[src/rtl/rect_producer_pkg.sv]
// Shared constants for the rectangle producer: default sizing and FSM state codes.
package rect_producer_pkg;

  localparam int unsigned DEF_DEPTH = 4;
  localparam int unsigned DEF_W     = 4;

  localparam logic [1:0] IDLE     = 2'd0;
  localparam logic [1:0] WAIT_ACK = 2'd1;
  localparam logic [1:0] WAIT_REL = 2'd2;
  localparam logic [1:0] SAMPLE   = 2'd3;

endpackage

[src/rtl/rect_fifo.sv]
// Small synchronous FIFO with wrap-around pointers and show-ahead read data.
module rect_fifo #(
  parameter int unsigned DEPTH = 4,
  parameter int unsigned DW    = 8
) (
  input  logic          clock,
  input  logic          reset_,
  input  logic          push,
  input  logic          pop,
  input  logic [DW-1:0] wdata,
  output logic [DW-1:0] rdata,
  output logic          full,
  output logic          empty
);

  localparam int unsigned AW = (DEPTH > 1) ? $clog2(DEPTH) : 1;
  localparam logic [AW:0] FULL_OCC = (AW+1)'(DEPTH);

  logic [DW-1:0] mem_q [DEPTH];
  logic [AW-1:0] wr_ptr_q, wr_ptr_d;
  logic [AW-1:0] rd_ptr_q, rd_ptr_d;
  logic [AW:0]   occ_q, occ_d;
  logic          do_push, do_pop;

  // Push is gated only by occupancy before the edge, so push+pop on a full FIFO just pops.
  assign full    = (occ_q == FULL_OCC);
  assign empty   = (occ_q == '0);
  assign do_push = push & ~full;
  assign do_pop  = pop & ~empty;
  assign rdata   = mem_q[rd_ptr_q];

  // Next pointer and occupancy values.
  always_comb begin
    wr_ptr_d = wr_ptr_q;
    rd_ptr_d = rd_ptr_q;
    occ_d    = occ_q;
    if (do_push) wr_ptr_d = wr_ptr_q + AW'(1);
    if (do_pop)  rd_ptr_d = rd_ptr_q + AW'(1);
    case ({do_push, do_pop})
      2'b10:   occ_d = occ_q + (AW+1)'(1);
      2'b01:   occ_d = occ_q - (AW+1)'(1);
      default: occ_d = occ_q;
    endcase
  end

  // Pointer/occupancy registers; reset empties the FIFO.
  always_ff @(posedge clock) begin
    if (!reset_) begin
      wr_ptr_q <= '0;
      rd_ptr_q <= '0;
      occ_q    <= '0;
    end else begin
      wr_ptr_q <= wr_ptr_d;
      rd_ptr_q <= rd_ptr_d;
      occ_q    <= occ_d;
    end
  end

  // Storage array; contents need no reset because occupancy gates reads.
  always_ff @(posedge clock) begin
    if (do_push) mem_q[wr_ptr_q] <= wdata;
  end

endmodule

[src/rtl/rect_producer.sv]
// Producer side of the dav_/rfd handshake: buffers (a, b) pairs, hands them to the
// perimeter consumer one at a time, and accumulates the returned perimeters.
module rect_producer
  import rect_producer_pkg::*;
#(
  parameter int unsigned DEPTH = DEF_DEPTH,
  parameter int unsigned W     = DEF_W
) (
  input  logic         clock,
  input  logic         reset_,
  input  logic [W-1:0] in_a,
  input  logic [W-1:0] in_b,
  input  logic         in_valid,
  output logic         in_ready,
  output logic [W-1:0] a,
  output logic [W-1:0] b,
  output logic         dav_,
  input  logic         rfd,
  input  logic [W+1:0] p,
  output logic [W+5:0] total,
  output logic [7:0]   count,
  output logic         busy
);

  logic [1:0]     state_q, state_d;
  logic [W-1:0]   a_q, a_d;
  logic [W-1:0]   b_q, b_d;
  logic           dav_q, dav_d;
  logic [W+5:0]   total_q, total_d;
  logic [7:0]     count_q, count_d;
  logic           busy_q, busy_d;
  logic           pop;
  logic           full, empty;
  logic [2*W-1:0] head;
  logic [W+6:0]   sum;

  rect_fifo #(
    .DEPTH (DEPTH),
    .DW    (2 * W)
  ) u_fifo (
    .clock  (clock),
    .reset_ (reset_),
    .push   (in_valid),
    .pop    (pop),
    .wdata  ({in_a, in_b}),
    .rdata  (head),
    .full   (full),
    .empty  (empty)
  );

  assign in_ready = ~full;
  assign sum      = (W+7)'(total_q) + (W+7)'(p);

  // Handshake sequencing, accumulator and transfer counter next-state logic.
  always_comb begin
    state_d = state_q;
    a_d     = a_q;
    b_d     = b_q;
    dav_d   = dav_q;
    total_d = total_q;
    count_d = count_q;
    pop     = 1'b0;
    case (state_q)
      IDLE: begin
        if (!empty && rfd) begin
          a_d     = head[2*W-1:W];
          b_d     = head[W-1:0];
          dav_d   = 1'b0;
          state_d = WAIT_ACK;
        end
      end
      WAIT_ACK: begin
        // The entry stays at the FIFO head until the consumer acknowledges it.
        if (!rfd) begin
          dav_d   = 1'b1;
          pop     = 1'b1;
          state_d = WAIT_REL;
        end
      end
      WAIT_REL: begin
        if (rfd) state_d = SAMPLE;
      end
      SAMPLE: begin
        total_d = sum[W+6] ? '1 : sum[W+5:0];
        count_d = count_q + 8'd1;
        state_d = IDLE;
      end
      default: state_d = IDLE;
    endcase
    // busy is registered from the next state so it needs no decode after the flop.
    busy_d = (state_d != IDLE);
  end

  // State and output registers; reset aborts any transfer in progress.
  always_ff @(posedge clock) begin
    if (!reset_) begin
      state_q <= IDLE;
      a_q     <= '0;
      b_q     <= '0;
      dav_q   <= 1'b1;
      total_q <= '0;
      count_q <= '0;
      busy_q  <= 1'b0;
    end else begin
      state_q <= state_d;
      a_q     <= a_d;
      b_q     <= b_d;
      dav_q   <= dav_d;
      total_q <= total_d;
      count_q <= count_d;
      busy_q  <= busy_d;
    end
  end

  assign a     = a_q;
  assign b     = b_q;
  assign dav_  = dav_q;
  assign total = total_q;
  assign count = count_q;
  assign busy  = busy_q;

endmodule

[config.mk]
export PLATFORM = sky130hd
export DESIGN_NAME = rect_producer
export DESIGN_NICKNAME = d
export VERILOG_FILES = /design/src/rtl/rect_producer_pkg.sv /design/src/rtl/rect_fifo.sv /design/src/rtl/rect_producer.sv
export SDC_FILE = /design/constraint.sdc
export NUM_CORES = 1
export LEC_CHECK = 0
export CORE_ASPECT_RATIO = 0.6
export CORE_MARGIN = 2
export CORE_UTILIZATION = 41
export DETAILED_ROUTE_END_ITERATION = 6
export GPL_TIMING_DRIVEN = 0
export PLACE_DENSITY = 0.67
export SYNTH_ARGS = -nofsm -noshare
export SYNTH_HDL_FRONTEND = slang
export SYNTH_SLANG_ARGS = --single-unit
[constraint.sdc]
create_clock -name clock -period 4.69 [get_ports clock]
set_input_delay 0.938 -clock clock [delete_from_list [all_inputs] [get_ports clock]]
set_output_delay 0.938 -clock clock [all_outputs]
set_load 0.005 [all_outputs]
## Word-level counts from Yosys, hierarchy flattened

Memory sizes are Yosys's and may differ from the RTL's. A register that Yosys moved wholly into a read port is not among the register bits.
Index checks and enable logic that the tools add are counted.

| word-level totals | value |
|---|---|
| register bits after elaboration | 29 |
| memory bits (writable) | 32 |
| output and inout port bits | 29 |
| memories | 1 |

Memories:

| name | depth | bits a word | read ports | clocked after Yosys merged registers in | wr ports | line | RTL |
|---|---|---|---|---|---|---|---|
| u_fifo.mem_q | 4 | 8 | 1 | 1 | 1 | rect_fifo.sv:19 | `logic [DW-1:0] mem_q [DEPTH];` |

| operators by class | value |
|---|---|
| $add $sub $neg | 6 |
| equality and inequality tests | 8 |
| mux-type cells | 13 |
| bitwise gates (word level) | 4 |
| reductions and logical operators | 10 |

Operators by type and width:

| kind | number |
|---|---|
| adder 10 x 6 -> 11 bit | 1 |
| 2-to-1 mux 10 bit | 1 |
| adder 8 x 1 -> 8 bit, second input constant | 1 |
| case mux 2 bit (4 select lines) | 1 |
| equality test 2 bit, second input constant | 3 |
| 2-to-1 mux 1 bit | 6 |
| 2-to-1 mux 2 bit | 3 |
| case mux 3 bit (2 select lines) | 1 |
| nonzero test 2 bit | 3 |
| adder 2 x 1 -> 2 bit, second input constant | 2 |
| equality test 2 x 1 -> 1 bit, second input constant | 2 |
| != test 2 bit, second input constant | 2 |
| adder 3 x 1 -> 3 bit, second input constant | 1 |
| equality test 3 bit, second input constant | 1 |
| logical NOT 3 bit | 1 |
| AND reduction 3 bit | 1 |
| subtractor 3 x 1 -> 3 bit, second input constant | 1 |
| AND 1 bit | 2 |
| logical NOT 1 bit | 2 |
| logical NOT 2 bit | 1 |
| inverter 1 bit | 2 |
| case mux 1 bit (2 select lines) | 1 |
| AND reduction 2 bit | 1 |
| logical AND 1 bit | 1 |

## Logic depth before layout (Yosys ltp)

Gate-level depths: netlist of the first run.

| logic depth | value |
|---|---|
| word-level depth | 6 |
| gate-level depth with buffers | 9 |
| mapped depth without buffers | 9 |

## Cells and area by module

Synthesis of the first run repeated with hierarchy kept, for this count alone.

| second synthesis, totals | value |
|---|---|
| cell total of the unflattened synthesis | 259 |
| area, all modules | 3074.2 sq um |

Modules (own cells, without submodules):

| module | times used | cells each | area an instance (sq um) | seq. area each (sq um) |
|---|---|---|---|---|
| rect_fifo | 1 | 96 | 1644.1 | 1141.1 |
| rect_producer | 1 | 163 | 1430.1 | 600.6 |

## Least setup slack after synthesis of the first run

No wires, ideal clock.

| timing path | value |
|---|---|
| path kind | input-to-reg |
| start point | input port rfd |
| end point | register u_fifo.occ_q[2] |
| arrival | 2.603 ns |
| data required time | 4.620 ns |
| path slack | 2.017 ns |
| cell stages on the path | 8 |
| path through | nor3b_1 > and2_1 > ha_1 > inv_1 > fa_1 > xor2_1 > or3_1 > a21oi_1 |

| on the way | value |
|---|---|
| cells in the longest elaborated chain, start to end | 5 |
| elaborated cells on any way between the ends | 7 |
| classes of those cells | 2 x eq/ne; 3 x mux; 1 x bitwise; 1 x reduce/logical |

RTL lines:

| item | line | RTL |
|---|---|---|
| start: declaration | rect_producer.sv:18 | `input logic rfd,` |
| 2-to-1 mux 1 bit (*) | rect_producer.sv:74 | `if (!rfd) begin` |
| 2-to-1 mux 1 bit (*) | rect_producer.sv:63 | `case (state_q)` |
| AND 1 bit (*) | rect_fifo.sv:29 | `assign do_pop = pop & ~empty;` |
| via u_fifo.do_pop | rect_fifo.sv:23 | `logic do_push, do_pop;` |
| equality test 2 x 1 -> 1 bit or equality test 2 bit (tied branches) | rect_fifo.sv:39 | `case ({do_push, do_pop})` |
| case mux 3 bit (2 select lines) or nonzero test 2 bit (tied branches) | n/a |  |
| end signal: assignment | rect_fifo.sv:51 | `occ_q <= '0;` |
| end signal: assignment | rect_fifo.sv:55 | `occ_q <= occ_d;` |
| end: declaration | rect_fifo.sv:22 | `logic [AW:0] occ_q, occ_d;` |

Mark *: on every way through the listed nets, which the timed path passes. The rest lies on a longest branch.
A chain may end at the register's enable or synchronous reset.

## Final worst setup path of the first run

Same ends and word-level chain as after synthesis.

==> metrics.txt, run 1 <==
Worst Hold Path EP=a[2]; Post-CTS Setup Repair Bufs=0; Placer Congestion=0.748; antenna violations before repair=0; Nets=328; CTS Root Cell=clkbuf_16; Period minus WS final=between 3 and 4 ns; Slew Limit Headroom=60.7%; Largest stage delay, worst path=0.45 ns; Die Y=69.8 µm; Post-Route WL=6.11 mm; Fmax=331 MHz; Worst Max-Slew Pin Slew=0.590 ns; Mapped Area=2960 µm²; Worst Hold Class=reg2reg; max cap viols=0; crit end category=register; Synth cell types=42; clk buf depth=2; top post-synthesis cells by area=edfxtp_1 (33%), dfxtp_1 (25%), mux4_2 (6.1%); Layout Skew=0.00769 ns; Worst Setup Start Kind=input port; Max Slew Vio Count=0; Top Ports=47; Worst Path Required=4.94 ns; IO Port Bufs=45; total track usage=around 16%; ys async rst share=0%; worst reg2reg path endpoint=u_fifo.occ_q[2]; Std-Cell Rows=23; detailed-route via count=2,031; Synth Warn #=0; clock-pin slew on the worst setup and hold paths=0.05 ns; Post-DRT Antenna Nets=0; largest area contributor in the netlist=edfxtp_1; die area=just under 8000 µm²; grt ovf=0; count leader, synth=dfxtp_1; Antenna diodes=0; hold_buf cts=0; clk sink count=69; post-route clock period utilization=between 60% and 70%; synth cell count leaders=dfxtp_1 (37), edfxtp_1 (32), nand2_1 (22); CTS tree=built; slowest CP cell=clkdlybuf4s50_1; min-delay src=a[2]; critical path peak fanout=4; cell count after synthesis=240; layout cell share with drive strength beyond 1=10.3%; TritonRoute pass-1 iters=4; register area share after synthesis=57.6%; status=completed; average cell area after synthesis=approximately 12 µm²; Crit Reg-Reg Startpoint=state_q[0]; Yosys reg bits=69; post-route cell area=3780 µm²; Final setup viols=0; cts repair resizes=0; Post-synth EDFFs=32; # DRC=0; setup TNS=0 ns; CP top delay family=simple AND/OR/NAND/NOR gates; power density over cell area=368 nW/µm²; largest net degree at the start of global routing=13; Leak Pwr=0.00138 µW; Initial Util=between 40 and 50%; vias in the first global route=1,905; post-synth top area share=32.5%; WS Path Type=in2reg; Clock Latency Late Sink=0.32 ns; hold path cells=2; dominant synthesized flop cell=dfxtp_1; length in cells of the worst reg-to-reg path=8; placed cell count=approximately 370; routed length per instance=~16 µm; drt first-iter violations=211; core area=6820 µm²; Die Wd=114 µm; total CTS buffers=9; syn_nets=272; VDD IR max=approximately 220 µV; crit path from=rfd; H-Tree Depth=3; RSZ-0062 raised after global routing=false; final core occ=around 55%; worst-path cell chain=clkdlybuf4s50_1, nor3b_1, and2_1, ha_1, inv_1, fa_1, xor2_1, or3_1, a21oi_1; Layout area overhead=27.8%; global-route wire length before repair=9.73 mm; CP arrival=3.28 ns; post-route insts no fill=388; Bufs and invs on worst path=2; CP Depth=9; dpl cell area=approximately 3500 µm²; hpwl dp=4.41 mm; Via density=between 5 and 6; flop2flop setup slack=2.33 ns; final hold vios=0
## per-stage QoR
step	setup slack [ns]	hold slack (ns)	power (µW)
after global routing	1.46	0.483	1450
after CTS	1.68	0.454	1410
after global placement	1.35	0.445	810
final	1.67	0.452	1390
after detailed placement	1.35	0.447	815
after floorplan	2.02	0.453	755
## worst reg2reg max path, delay by kind of cell, from the launching register on
family | cells | cell delay (ns)
AOI/OAI and AO/OA | 1 | 0.14
xor gates and xnor gates | 1 | 0.16
adders and majority gates | 2 | 0.57
buffers and inverters | 1 | 0.06
DFF | 1 | 0.40
and+or+nand+nor | 3 | 0.99
## flip-flops by register name, indices dropped and copies added, names as in the netlist
register / count
u_fifo.occ_q: 3
count: 8
u_fifo.rd_ptr_q: 2
u_fifo.mem_q: 32
dav_: 1
busy: 1
u_fifo.wr_ptr_q: 2
state_q: 2
total: 10
b: 4
a: 4
## how the worst max path moves through the flow
stage / to / slack, ns
after floorplan: u_fifo.occ_q[2] / 2.02
after global placement: u_fifo.occ_q[2] / 1.35
after detailed placement: u_fifo.occ_q[2] / 1.35
after CTS: u_fifo.occ_q[2] / 1.68
after global routing: u_fifo.occ_q[2] / 1.46
final: u_fifo.occ_q[2] / 1.67
## power breakdown
part	total, µW	internal (µW)	switching [µW]	leakage, µW
logic	127	62.6	64.2	0.000653
registers	675	661	14.6	0.000594
clock network	588	354	234	0.000133
## routing by layer
layer	share of wire, %	GRT usage (%)
met4	0.33	3.66
met5	0	0
met1	51	23.4
met3	4.4	6.56
met2	44	23.0
## cells by family (layout without fill, tap and decap cells)
family                     Yosys count  count (layout)  synth area share (%)
and+or+nand+nor                     71              71                  11.6
DFF                                 69              69                  57.6
AOI/OAI and AO/OA                   44              44                  10.8
buffers and inverters               17              78                  2.41
xor gates and xnor gates            16              16                  4.74
adders and majority gates           14              14                  6.44
muxes                                9               9                  6.44
## area by class of cell
class | count | area (µm²)
multi-input combinational | 154 | 1180
inverter | 7 | 26.3
sequential | 69 | 1700
fill | 568 | 3040
timing repair buffer | 45 | 450
clock inverter | 5 | 28.8
buffer | 10 | 45.0
clock buffer | 11 | 233
tap | 87 | 109
## cells in the final DEF, fill, tap and decap left out, types with 4 or more instances in the layout
master	instances
nand2_1	22
inv_1	6
o21ai_0	4
dfxtp_1	37
xor2_1	11
ha_1	12
nand4_1	5
clkbuf_1	7
xnor2_1	5
edfxtp_1	32
mux4_2	8
nor2_1	19
clkinv_2	4
nand3_1	4
clkbuf_16	9
and3_1	9
a21oi_1	17
clkdlybuf4s50_1	45
o221a_1	5
Note: power is estimated with default switching activity, not from simulation.
==> run 2, diff against run 1 <==
clock period = 3.13 ns   (was 4.69 ns; I/O delays follow)
==> results of run 2 <==
Same layout as run 1 (identical final DEF). Status: completed.
Among the figures that moved: setup slack after placement 1.35 ns -> 0.105 ns; setup slack after layout 1.67 ns -> 0.418 ns; register-to-register setup slack 2.33 ns -> 0.77 ns; total power 1390 µW -> 2080 µW; worst IR drop on VDD 217 µV -> 326 µV
